--- src/rtl/bldc_commutator.sv ---
// bldc_commutator
//   Hall-synchronous six-step BLDC commutation controller. Filters the raw
//   hall inputs into a sector, maps the sector (and rotation direction) to a
//   six-transistor drive pattern, chops the high sides with a PWM carrier,
//   inserts all-off dead time on every pattern change, latches invalid-hall
//   and stall faults, and measures the commutation period.
//
// Ports
//   clk          system clock
//   rst_n        asynchronous active-low reset
//   enable       drive enable (level)
//   fwd          1 = forward rotation, 0 = reverse
//   duty         high-side on-time; 0 = off, all-ones = 100%
//   hall         raw hall inputs {H2,H1,H0}, asynchronous
//   clear_fault  single-cycle fault clear (honoured only with enable=0)
//   phase_out    {A+,A-,B+,B-,C+,C-}, active high
//   fault        latched fault flag
//   fault_code   0 = none, 1 = invalid hall code, 2 = stall
//   comm_period  clk cycles between the last two accepted sector changes
//   period_valid one-cycle pulse when comm_period updates

module bldc_commutator #(
  parameter int unsigned PWM_BITS     = 12,
  parameter int unsigned DEAD_CYCLES  = 50,
  parameter int unsigned HALL_FILTER  = 4,
  parameter int unsigned STALL_CYCLES = 50000000,
  parameter int unsigned PERIOD_BITS  = 24
) (
  input  logic                   clk,
  input  logic                   rst_n,
  input  logic                   enable,
  input  logic                   fwd,
  input  logic [PWM_BITS-1:0]    duty,
  input  logic [2:0]             hall,
  input  logic                   clear_fault,
  output logic [5:0]             phase_out,
  output logic                   fault,
  output logic [1:0]             fault_code,
  output logic [PERIOD_BITS-1:0] comm_period,
  output logic                   period_valid
);

  localparam int unsigned HF_W    = $clog2(HALL_FILTER + 1);
  localparam int unsigned DEAD_W  = $clog2(DEAD_CYCLES + 1);
  localparam int unsigned STALL_W = $clog2(STALL_CYCLES + 1);

  localparam logic [HF_W-1:0]     HF_MAX     = HF_W'(HALL_FILTER);
  localparam logic [DEAD_W-1:0]   DEAD_LAST  = DEAD_W'(DEAD_CYCLES - 1);
  localparam logic [STALL_W-1:0]  STALL_LAST = STALL_W'(STALL_CYCLES - 1);
  localparam logic [PWM_BITS-1:0] CAR_LAST   = {{(PWM_BITS-1){1'b1}}, 1'b0};

  typedef enum logic [1:0] {
    ST_IDLE,
    ST_DEAD,
    ST_RUN,
    ST_FAULT
  } state_t;

  function automatic logic [5:0] pattern(input logic [2:0] idx);
    case (idx)
      3'd0:    pattern = 6'b100001;
      3'd1:    pattern = 6'b100100;
      3'd2:    pattern = 6'b000110;
      3'd3:    pattern = 6'b010010;
      3'd4:    pattern = 6'b011000;
      3'd5:    pattern = 6'b001001;
      default: pattern = '0;
    endcase
  endfunction

  // ---------------- hall synchroniser and filter ----------------
  logic [2:0]      hall_s1, hall_s2;
  logic [1:0]      sync_fill;
  logic [2:0]      cand;
  logic [HF_W-1:0] stable_cnt, cnt_nxt;
  logic            same, acc_evt;
  logic [2:0]      evt_idx;
  logic            evt_ok;

  // sync_fill keeps the reset value of the synchroniser from being counted
  // as a real hall code.
  always_comb begin
    same    = (hall_s2 == cand);
    cnt_nxt = HF_W'(1);
    if (same) cnt_nxt = (stable_cnt == HF_MAX) ? stable_cnt : stable_cnt + 1'b1;
    acc_evt = sync_fill[1] && (cnt_nxt == HF_MAX) && !(same && stable_cnt == HF_MAX);
  end

  always_comb begin
    evt_ok  = 1'b1;
    evt_idx = 3'd0;
    case (hall_s2)
      3'b001:  evt_idx = 3'd0;
      3'b000:  evt_idx = 3'd1;
      3'b100:  evt_idx = 3'd2;
      3'b110:  evt_idx = 3'd3;
      3'b111:  evt_idx = 3'd4;
      3'b011:  evt_idx = 3'd5;
      default: evt_ok  = 1'b0;
    endcase
  end

  always_ff @(posedge clk or negedge rst_n) begin
    if (!rst_n) begin
      hall_s1    <= '0;
      hall_s2    <= '0;
      sync_fill  <= '0;
      cand       <= '0;
      stable_cnt <= '0;
    end else begin
      hall_s1   <= hall;
      hall_s2   <= hall_s1;
      sync_fill <= {sync_fill[0], 1'b1};
      if (sync_fill[1]) begin
        cand       <= hall_s2;
        stable_cnt <= cnt_nxt;
      end
    end
  end

  // ---------------- accepted sector ----------------
  logic [2:0] sector;
  logic       sector_vld;
  logic       hall_bad;
  logic       sec_chg;

  assign sec_chg = acc_evt && evt_ok && (!sector_vld || evt_idx != sector);

  always_ff @(posedge clk or negedge rst_n) begin
    if (!rst_n) begin
      sector     <= '0;
      sector_vld <= 1'b0;
      hall_bad   <= 1'b0;
    end else if (acc_evt) begin
      hall_bad <= !evt_ok;
      if (evt_ok) begin
        sector     <= evt_idx;
        sector_vld <= 1'b1;
      end else begin
        sector_vld <= 1'b0;
      end
    end
  end

  logic [2:0] tgt_idx;
  logic [5:0] target;

  always_comb begin
    tgt_idx = sector;
    if (!fwd) tgt_idx = (sector >= 3'd3) ? sector - 3'd3 : sector + 3'd3;
    target = pattern(tgt_idx);
  end

  // ---------------- PWM carrier ----------------
  logic [PWM_BITS-1:0] carrier;
  logic                hs_on;

  assign hs_on = (duty == '1) || (carrier < duty);

  always_ff @(posedge clk or negedge rst_n) begin
    if (!rst_n)                  carrier <= '0;
    else if (carrier == CAR_LAST) carrier <= '0;
    else                          carrier <= carrier + 1'b1;
  end

  // ---------------- stall detection and fault latch ----------------
  state_t             state, state_nxt;
  logic [STALL_W-1:0] stall_cnt;
  logic               stall_run, stall_hit, fault_set, fault_clr;

  assign stall_run = (state == ST_RUN) && (duty != '0);
  assign stall_hit = stall_run && !sec_chg && (stall_cnt == STALL_LAST);
  assign fault_set = !fault && (hall_bad || stall_hit);
  assign fault_clr = (state == ST_FAULT) && clear_fault && !enable;

  always_ff @(posedge clk or negedge rst_n) begin
    if (!rst_n)                    stall_cnt <= '0;
    else if (!stall_run || sec_chg) stall_cnt <= '0;
    else if (!stall_hit)            stall_cnt <= stall_cnt + 1'b1;
  end

  always_ff @(posedge clk or negedge rst_n) begin
    if (!rst_n) begin
      fault      <= 1'b0;
      fault_code <= 2'd0;
    end else if (fault_clr) begin
      fault      <= 1'b0;
      fault_code <= 2'd0;
    end else if (fault_set) begin
      fault      <= 1'b1;
      fault_code <= hall_bad ? 2'd1 : 2'd2;
    end
  end

  // ---------------- commutation FSM ----------------
  logic [5:0]        latched, latched_nxt, phase_nxt;
  logic [DEAD_W-1:0] dead_cnt, dead_nxt;

  always_comb begin
    state_nxt   = state;
    latched_nxt = latched;
    dead_nxt    = dead_cnt;
    case (state)
      ST_IDLE: begin
        if (enable && !fault && sector_vld) begin
          state_nxt   = ST_DEAD;
          latched_nxt = target;
          dead_nxt    = '0;
        end
      end
      ST_DEAD: begin
        if (!enable) begin
          state_nxt = ST_IDLE;
        end else if (target != latched) begin
          latched_nxt = target;
          dead_nxt    = '0;
        end else if (dead_cnt == DEAD_LAST) begin
          state_nxt = ST_RUN;
        end else begin
          dead_nxt = dead_cnt + 1'b1;
        end
      end
      ST_RUN: begin
        if (!enable) begin
          state_nxt = ST_IDLE;
        end else if (target != latched) begin
          state_nxt   = ST_DEAD;
          latched_nxt = target;
          dead_nxt    = '0;
        end
      end
      ST_FAULT: begin
        if (fault_clr) state_nxt = ST_IDLE;
      end
      default: state_nxt = ST_IDLE;
    endcase
    if (fault_set) state_nxt = ST_FAULT;

    // Output is registered from the next state so that leaving RUN blanks
    // the bridge on the same edge the decision is taken.
    phase_nxt = '0;
    if (state_nxt == ST_RUN)
      phase_nxt = {latched_nxt[5] & hs_on, latched_nxt[4],
                   latched_nxt[3] & hs_on, latched_nxt[2],
                   latched_nxt[1] & hs_on, latched_nxt[0]};
  end

  always_ff @(posedge clk or negedge rst_n) begin
    if (!rst_n) begin
      state     <= ST_IDLE;
      latched   <= '0;
      dead_cnt  <= '0;
      phase_out <= '0;
    end else begin
      state     <= state_nxt;
      latched   <= latched_nxt;
      dead_cnt  <= dead_nxt;
      phase_out <= phase_nxt;
    end
  end

  // ---------------- commutation period ----------------
  logic [PERIOD_BITS-1:0] period_cnt;

  always_ff @(posedge clk or negedge rst_n) begin
    if (!rst_n) begin
      period_cnt   <= '0;
      comm_period  <= '0;
      period_valid <= 1'b0;
    end else if (sec_chg) begin
      comm_period  <= period_cnt;
      period_valid <= 1'b1;
      period_cnt   <= PERIOD_BITS'(1);
    end else begin
      period_valid <= 1'b0;
      if (period_cnt != '1) period_cnt <= period_cnt + 1'b1;
    end
  end

endmodule

--- config.mk ---
export PLATFORM = sky130hd
export DESIGN_NAME = bldc_commutator
export DESIGN_NICKNAME = d
export VERILOG_FILES = /design/src/rtl/bldc_commutator.sv
export SDC_FILE = /design/constraint.sdc
export NUM_CORES = 1
export LEC_CHECK = 0
export BUFFER_PORTS_ARGS = -buffer_cell sky130_fd_sc_hd__buf_4
export CORE_MARGIN = 1.5
export CORE_UTILIZATION = 60
export DETAILED_ROUTE_END_ITERATION = 6
export PLACE_DENSITY = 0.8
export SYNTH_ARGS = -nofsm -noshare
export SYNTH_HDL_FRONTEND = slang
export SYNTH_SLANG_ARGS = --single-unit
export TNS_END_PERCENT = 20
--- constraint.sdc ---
create_clock -name clk -period 5.3 [get_ports clk]
set_clock_uncertainty 0.1 [all_clocks]
set_input_delay 0 -clock clk [delete_from_list [all_inputs] [get_ports clk]]
set_output_delay 0 -clock clk [all_outputs]
set_load 0.05 [all_outputs]
# After elaboration in Yosys (flattened, before gate mapping)
# Index checks and enable logic that the tools add are counted.
# W data, S select, Z words.
[word_totals]
reg_bits = 129
output_inout_bits = 34
wordCells = 136
[classes]
add_sub_neg = 7
magnitude_cmp = 2
eq_ne = 30
muxes = 40
bitwise = 3
reduce_logical = 35
[op_table]
columns = ["operator", "n"]
rows = [
  ["$mux W6", 10],
  ["$mux W26", 2],
  ["$mux W24", 2],
  ["$pmux W6 S6", 1],
  ["$add A26 B1 Y26 const B", 1],
  ["$eq A26 B26 Y1 const B", 1],
  ["$add A24 B1 Y24 const B", 1],
  ["$eq A12 B12 Y1 const B", 2],
  ["$ne A24 B24 Y1 const B", 1],
  ["$mux W2", 11],
  ["$eq A3 B3 Y1 const B", 7],
  ["$pmux W6 S3", 1],
  ["$pmux W3 S5", 1],
  ["$logic_and A1 B1 Y1", 13],
  ["$add A12 B1 Y12 const B", 1],
  ["$lt A12 B12 Y1", 1],
  ["$mux W12", 1],
  ["$mux W3", 4],
  ["$pmux W6 S2", 1],
  ["$reduce_bool A12 Y1", 1],
  ["$eq A3 B2 Y1 const B", 3],
  ["$pmux W2 S4", 1],
  ["$logic_not A1 Y1", 7],
  ["$add A6 B1 Y6 const B", 1],
  ["other kinds (25)", 42],
]

# Longest topological paths before layout
[logic_depth]
word_depth = 16
ltp_mapped = 11
depth_no_buf = 10

# Worst setup path after synthesis
# No wires, ideal clock.
[synth_timing]
path_kind = "reg-to-reg"
startpoint = "reg sector[2]"
endpoint = "reg phase_out[3]"
setup_time_ns = 0.145
t_arrival_ns = 3.092
t_required_ns = 5.055
path_slack_ns = 1.963
path_stages_with_launch = 12
period_less_slack_ns = 3.337
cell_sequence = "dfrtp_1 > buf_4 > inv_1 > ha_1 > a211oi_4 > mux2_2 > nor3_1 > a22oi_1 > a31o_1 > or4_1 > o311a_2 > nor3b_1"
[synth_between]
word_cells_on_any_way = 34
cone_classes = "2 x add/sub; 1 x order compare; 8 x eq/ne; 14 x mux; 1 x bitwise; 8 x reduce/logical"
[synth_lines]
columns = ["item", "line_no", "text"]
rows = [
  ["from (decl)", "122", "logic [2:0] sector;"],
  ["from (signal assigned)", "137", "sector <= evt_idx;"],
  ["$add A3 B2 Y3, or another cell as far along", "150", "if (!fwd) tgt_idx = (sector >= 3'd3) ? sector - 3'd3 : sector + 3'd3;"],
  ["$mux W3", "150", ""],
  ["$mux W3 (*)", "150", ""],
  ["$eq A3 B3 Y1, or another cell as far along", "60", "case (idx)"],
  ["$pmux W6 S6 (*)", "60", ""],
  ["$ne A6 B6 Y1", "214, 226", ""],
  ["$mux W6", "214, 226", ""],
  ["$mux W6", "212", "if (!enable) begin"],
  ["$pmux W6 S2 (*)", "203", "case (state)"],
  ["named net latched_nxt[3]", "196", "logic [5:0] latched, latched_nxt, phase_nxt;"],
  ["$and A1 B1 Y1 (*)", "244", "latched_nxt[3] & hs_on, latched_nxt[2],"],
  ["$mux W6 (*)", "242", "if (state_nxt == ST_RUN)"],
  ["named net phase_nxt[3]", "196", ""],
  ["to (signal assigned)", "258", "phase_out <= phase_nxt;"],
  ["to (decl)", "36", "output logic [5:0] phase_out,"],
]
# Mark *: on every way through the listed nets, which the timed path passes. The rest lies on a longest branch.
# A chain may end at the register's enable or synchronous reset.

# Final worst setup path
[layout_timing]
startpoint = "reg sector[0]"
endpoint = "reg phase_out[1]"
[layout_between]
word_cells_on_any_way = 34
cone_classes = "2 x add/sub; 1 x order compare; 8 x eq/ne; 14 x mux; 1 x bitwise; 8 x reduce/logical"
[layout_lines]
columns = ["item", "line_no", "text"]
rows = [
  ["$add A3 B2 Y3, or another cell as far along", "150", ""],
  ["$mux W3", "150", ""],
  ["$mux W3 (*)", "150", ""],
  ["$eq A3 B3 Y1, or another cell as far along", "60", ""],
  ["$pmux W6 S6 (*)", "60", ""],
  ["$ne A6 B6 Y1", "214, 226", ""],
  ["$mux W6", "214, 226", ""],
  ["$mux W6", "212", ""],
  ["$pmux W6 S2 (*)", "203", ""],
  ["named net latched_nxt[1]", "196", ""],
  ["$and A1 B1 Y1 (*)", "245", "latched_nxt[1] & hs_on, latched_nxt[0]};"],
  ["$mux W6 (*)", "242", ""],
  ["named net phase_nxt[1]", "196", ""],
]
# Marked as above.

==> metrics <==
status completed; first-pass GRT wire length 27.3 mm; Max-slew headroom 25.2%; area leader, netlist dfrtp_1; vias in the first global route 5676; top layer in use met4; Site Rows 39; Tot GR Track Use 27.0%; CP Launch Type flop; Hold Vio Cnt, Final 0; post-synthesis sequential area ratio 45.8%; Routed Wire Length 15.7 mm; max cap viols 0; H-tree depth 4; syn nets 766; Max VDD drop 290 uV; Overflow after GRT 0; Place WS 1.40 ns; Synth area leaders dfrtp_1, mux2_2, ha_1, nor2_1, xor2_1; count of warnings emitted by yosys 0; RSZ-0062 raised after global routing false; CTS root buffer clkbuf_16; routed length on met1 6.87 mm; Post-Synthesis Cells 720; Yosys reg bits 129; setup tns final 0 ns; ANT nets after route 0; Clock transition at path regs 0.06 ns; min cycle time layout 3.94 ns; Distinct cells, synth 77; Hold Startpoint hall[2]; initial drt markers 446; Tcrit/Tclk final 74.4%; area grow syn2layout 16.0%; largest net degree at the start of global routing 71; Pleak 0.00369 uW; HP Class in -> reg; wire per inst 16.8 um; Max Fclk 254 MHz; Initial Util 61.8%; gpl congestion 0.951; I/O Buffers 53; Final Max Slew Viols 0; Die ar. 0.0124 sq mm; CP Data Required Time 5.47 ns; Clock Latency Late Sink 0.43 ns; critical path class reg -> reg; Setup Viol. Count Final 0; metal2 WL 7.72 mm; Core Area 0.0114 sq mm; most frequent cells in the layout dfrtp_1, nor2_1, buf_4; CTS tree built; Slew @ Worst Pin 1.12 ns; number of CTS-inserted buffers 17; chip height 111 um; DRC viols 0; Max FO, Critical Path 14; most common cell after layout, fill and taps aside dfrtp_1; Power Density 371 mW/mm^2; layout cells sized above 1 18.1%; CTS Sinks 129; WHS Endpoint hall_s1[2]; met3 wire length 720 um; Worst R2R Path Depth 10; Post-synth EDFFs 0; Antenna diodes 0; Reg-to-Reg Start sector[0]; Reg-to-Reg End phase_out[1]; chip width 111 um; most common flop cell mapped by yosys dfrtp_1; clock buffer depth 2; initial antenna violation count 0; final setup margin 1.36 ns; power consumption 3030 uW; Layout Nets 823; Detailed Place HPWL 10.8 mm; cts repair resizes 0; Top Ports 54; Synth top area share 45.8%; synthesized area 0.00705 sq mm; reg2reg setup slack 1.36 ns; Mapped Avg Cell Area 9.79 sq um; DR vias/cell 6.11; post-synthesis async set-or-reset flop share 100%; CP endpoint kind flop; via count 5696; CP arrival 4.11 ns; Pre-antenna DRT Iters 5; WHS Path Cells 2
==> repair_timing <==
item / 4_1_cts / 5_1_grt
setup buffers: 0 / 0
hold buffers: 6 / 0
setup endpoints to repair: 0 / 0
endpoints found under the hold margin: 76 / 0
==> layer usage <==
| layer | vias up | global-route usage [%] |
|---|---|---|
| li1 | 2693 | - |
| met1 | 2784 | 35.6 |
| met2 | 184 | 44.1 |
| met3 | 35 | 5.99 |
| met4 | 0 | 10.4 |
| met5 | - | 0 |
==> sequential cells by signal, summed over array words and instances, names as in the netlist, 2 cells and up <==
name and flops:
cand 3, carrier 12, comm_period 24, dead_cnt 6, fault_code 2, hall_s1 3
hall_s2 3, latched 6, period_cnt 24, phase_out 6, sector 3, stable_cnt 3
stall_cnt 26, state 2, sync_fill 2
==> area by class of cell <==
cell class                      instances  area (sq um)
Multi-Input combinational cell        536          3600
Timing Repair Buffer                   61           473
Clock inverter                         14           154
Sequential cell                       129          3230
Clock buffer                           18           429
Inverter                               32           120
Fill cell                             846          3240
Tap cell                              143           179
==> cell usage after synthesis (6+ instances only) <==
master and n:
xnor2_1 21, nor3_1 14, mux2_2 29, nand3_1 25, xor2_1 32, nor4_1 10, nand2b_1 9, and3_1 15
buf_1 6, inv_1 32, or3_1 15, dfrtp_1 129, nor3b_1 6, ha_1 26, a21oi_1 34, o21ai_0 34
and4_1 6, clkbuf_1 10, a211oi_1 6, nand2_1 53, nor2_1 86, nand4_1 17
==> power breakdown <==
part / leakage [uW] / total (uW) / switching [uW] / internal, uW
registers: 0.00172 / 1180 / 112 / 1070
logic: 0.00169 / 696 / 436 / 260
clock network: 0.000278 / 1160 / 459 / 697
==> metrics by stage <==
stage          hold slack (ns)  util [%]  cell area [sq um]  instances
2_1_floorplan           -0.396         -               7050        720
3_3_place_gp            0.0106      66.0               7540        895
3_5_place_dp            0.0106      66.0               7540        895
4_1_cts                  0.116      71.7               8180        933
5_1_grt                  0.131      71.7               8180        933
6_report                 0.131      71.7               8180        933
==> worst max-delay path by stage <==
stage / from / end / slack [ns]
CTS: sector[0] / phase_out[1] / 1.38
detailed placement: sector[0] / phase_out[1] / 1.40
global route: sector[0] / dead_cnt[2] / 1.11
global placement: sector[0] / phase_out[1] / 1.61
finish: sector[0] / phase_out[1] / 1.36
floorplan: sector[2] / phase_out[3] / 1.96
==> worst max-delay path, stage by stage (launching register included) <==
cell and delay, ns:
dfrtp_1 0.58, ha_1 0.31, ha_1 0.29, a211oi_4 0.30
mux2_2 0.41, nor3_1 0.44, a22oi_1 0.21, a31o_1 0.33
or4_1 0.52, o311a_2 0.15, nor3b_1 0.15
==> cells by family after synthesis <==
logic type | count (synthesis) | share of synthesized area (%)
flip-flops | 129 | 45.8
adder cells (fa/ha/maj) | 26 | 4.61
XOR/XNOR | 54 | 6.81
AND/OR/NAND/NOR | 283 | 20.3
multiplexers | 36 | 5.75
other | 1 | 0.0532
AO/OA/AOI/OAI | 136 | 13.4
buffers and inverters | 55 | 3.35
Note: power is estimated with default switching activity, not from simulation.
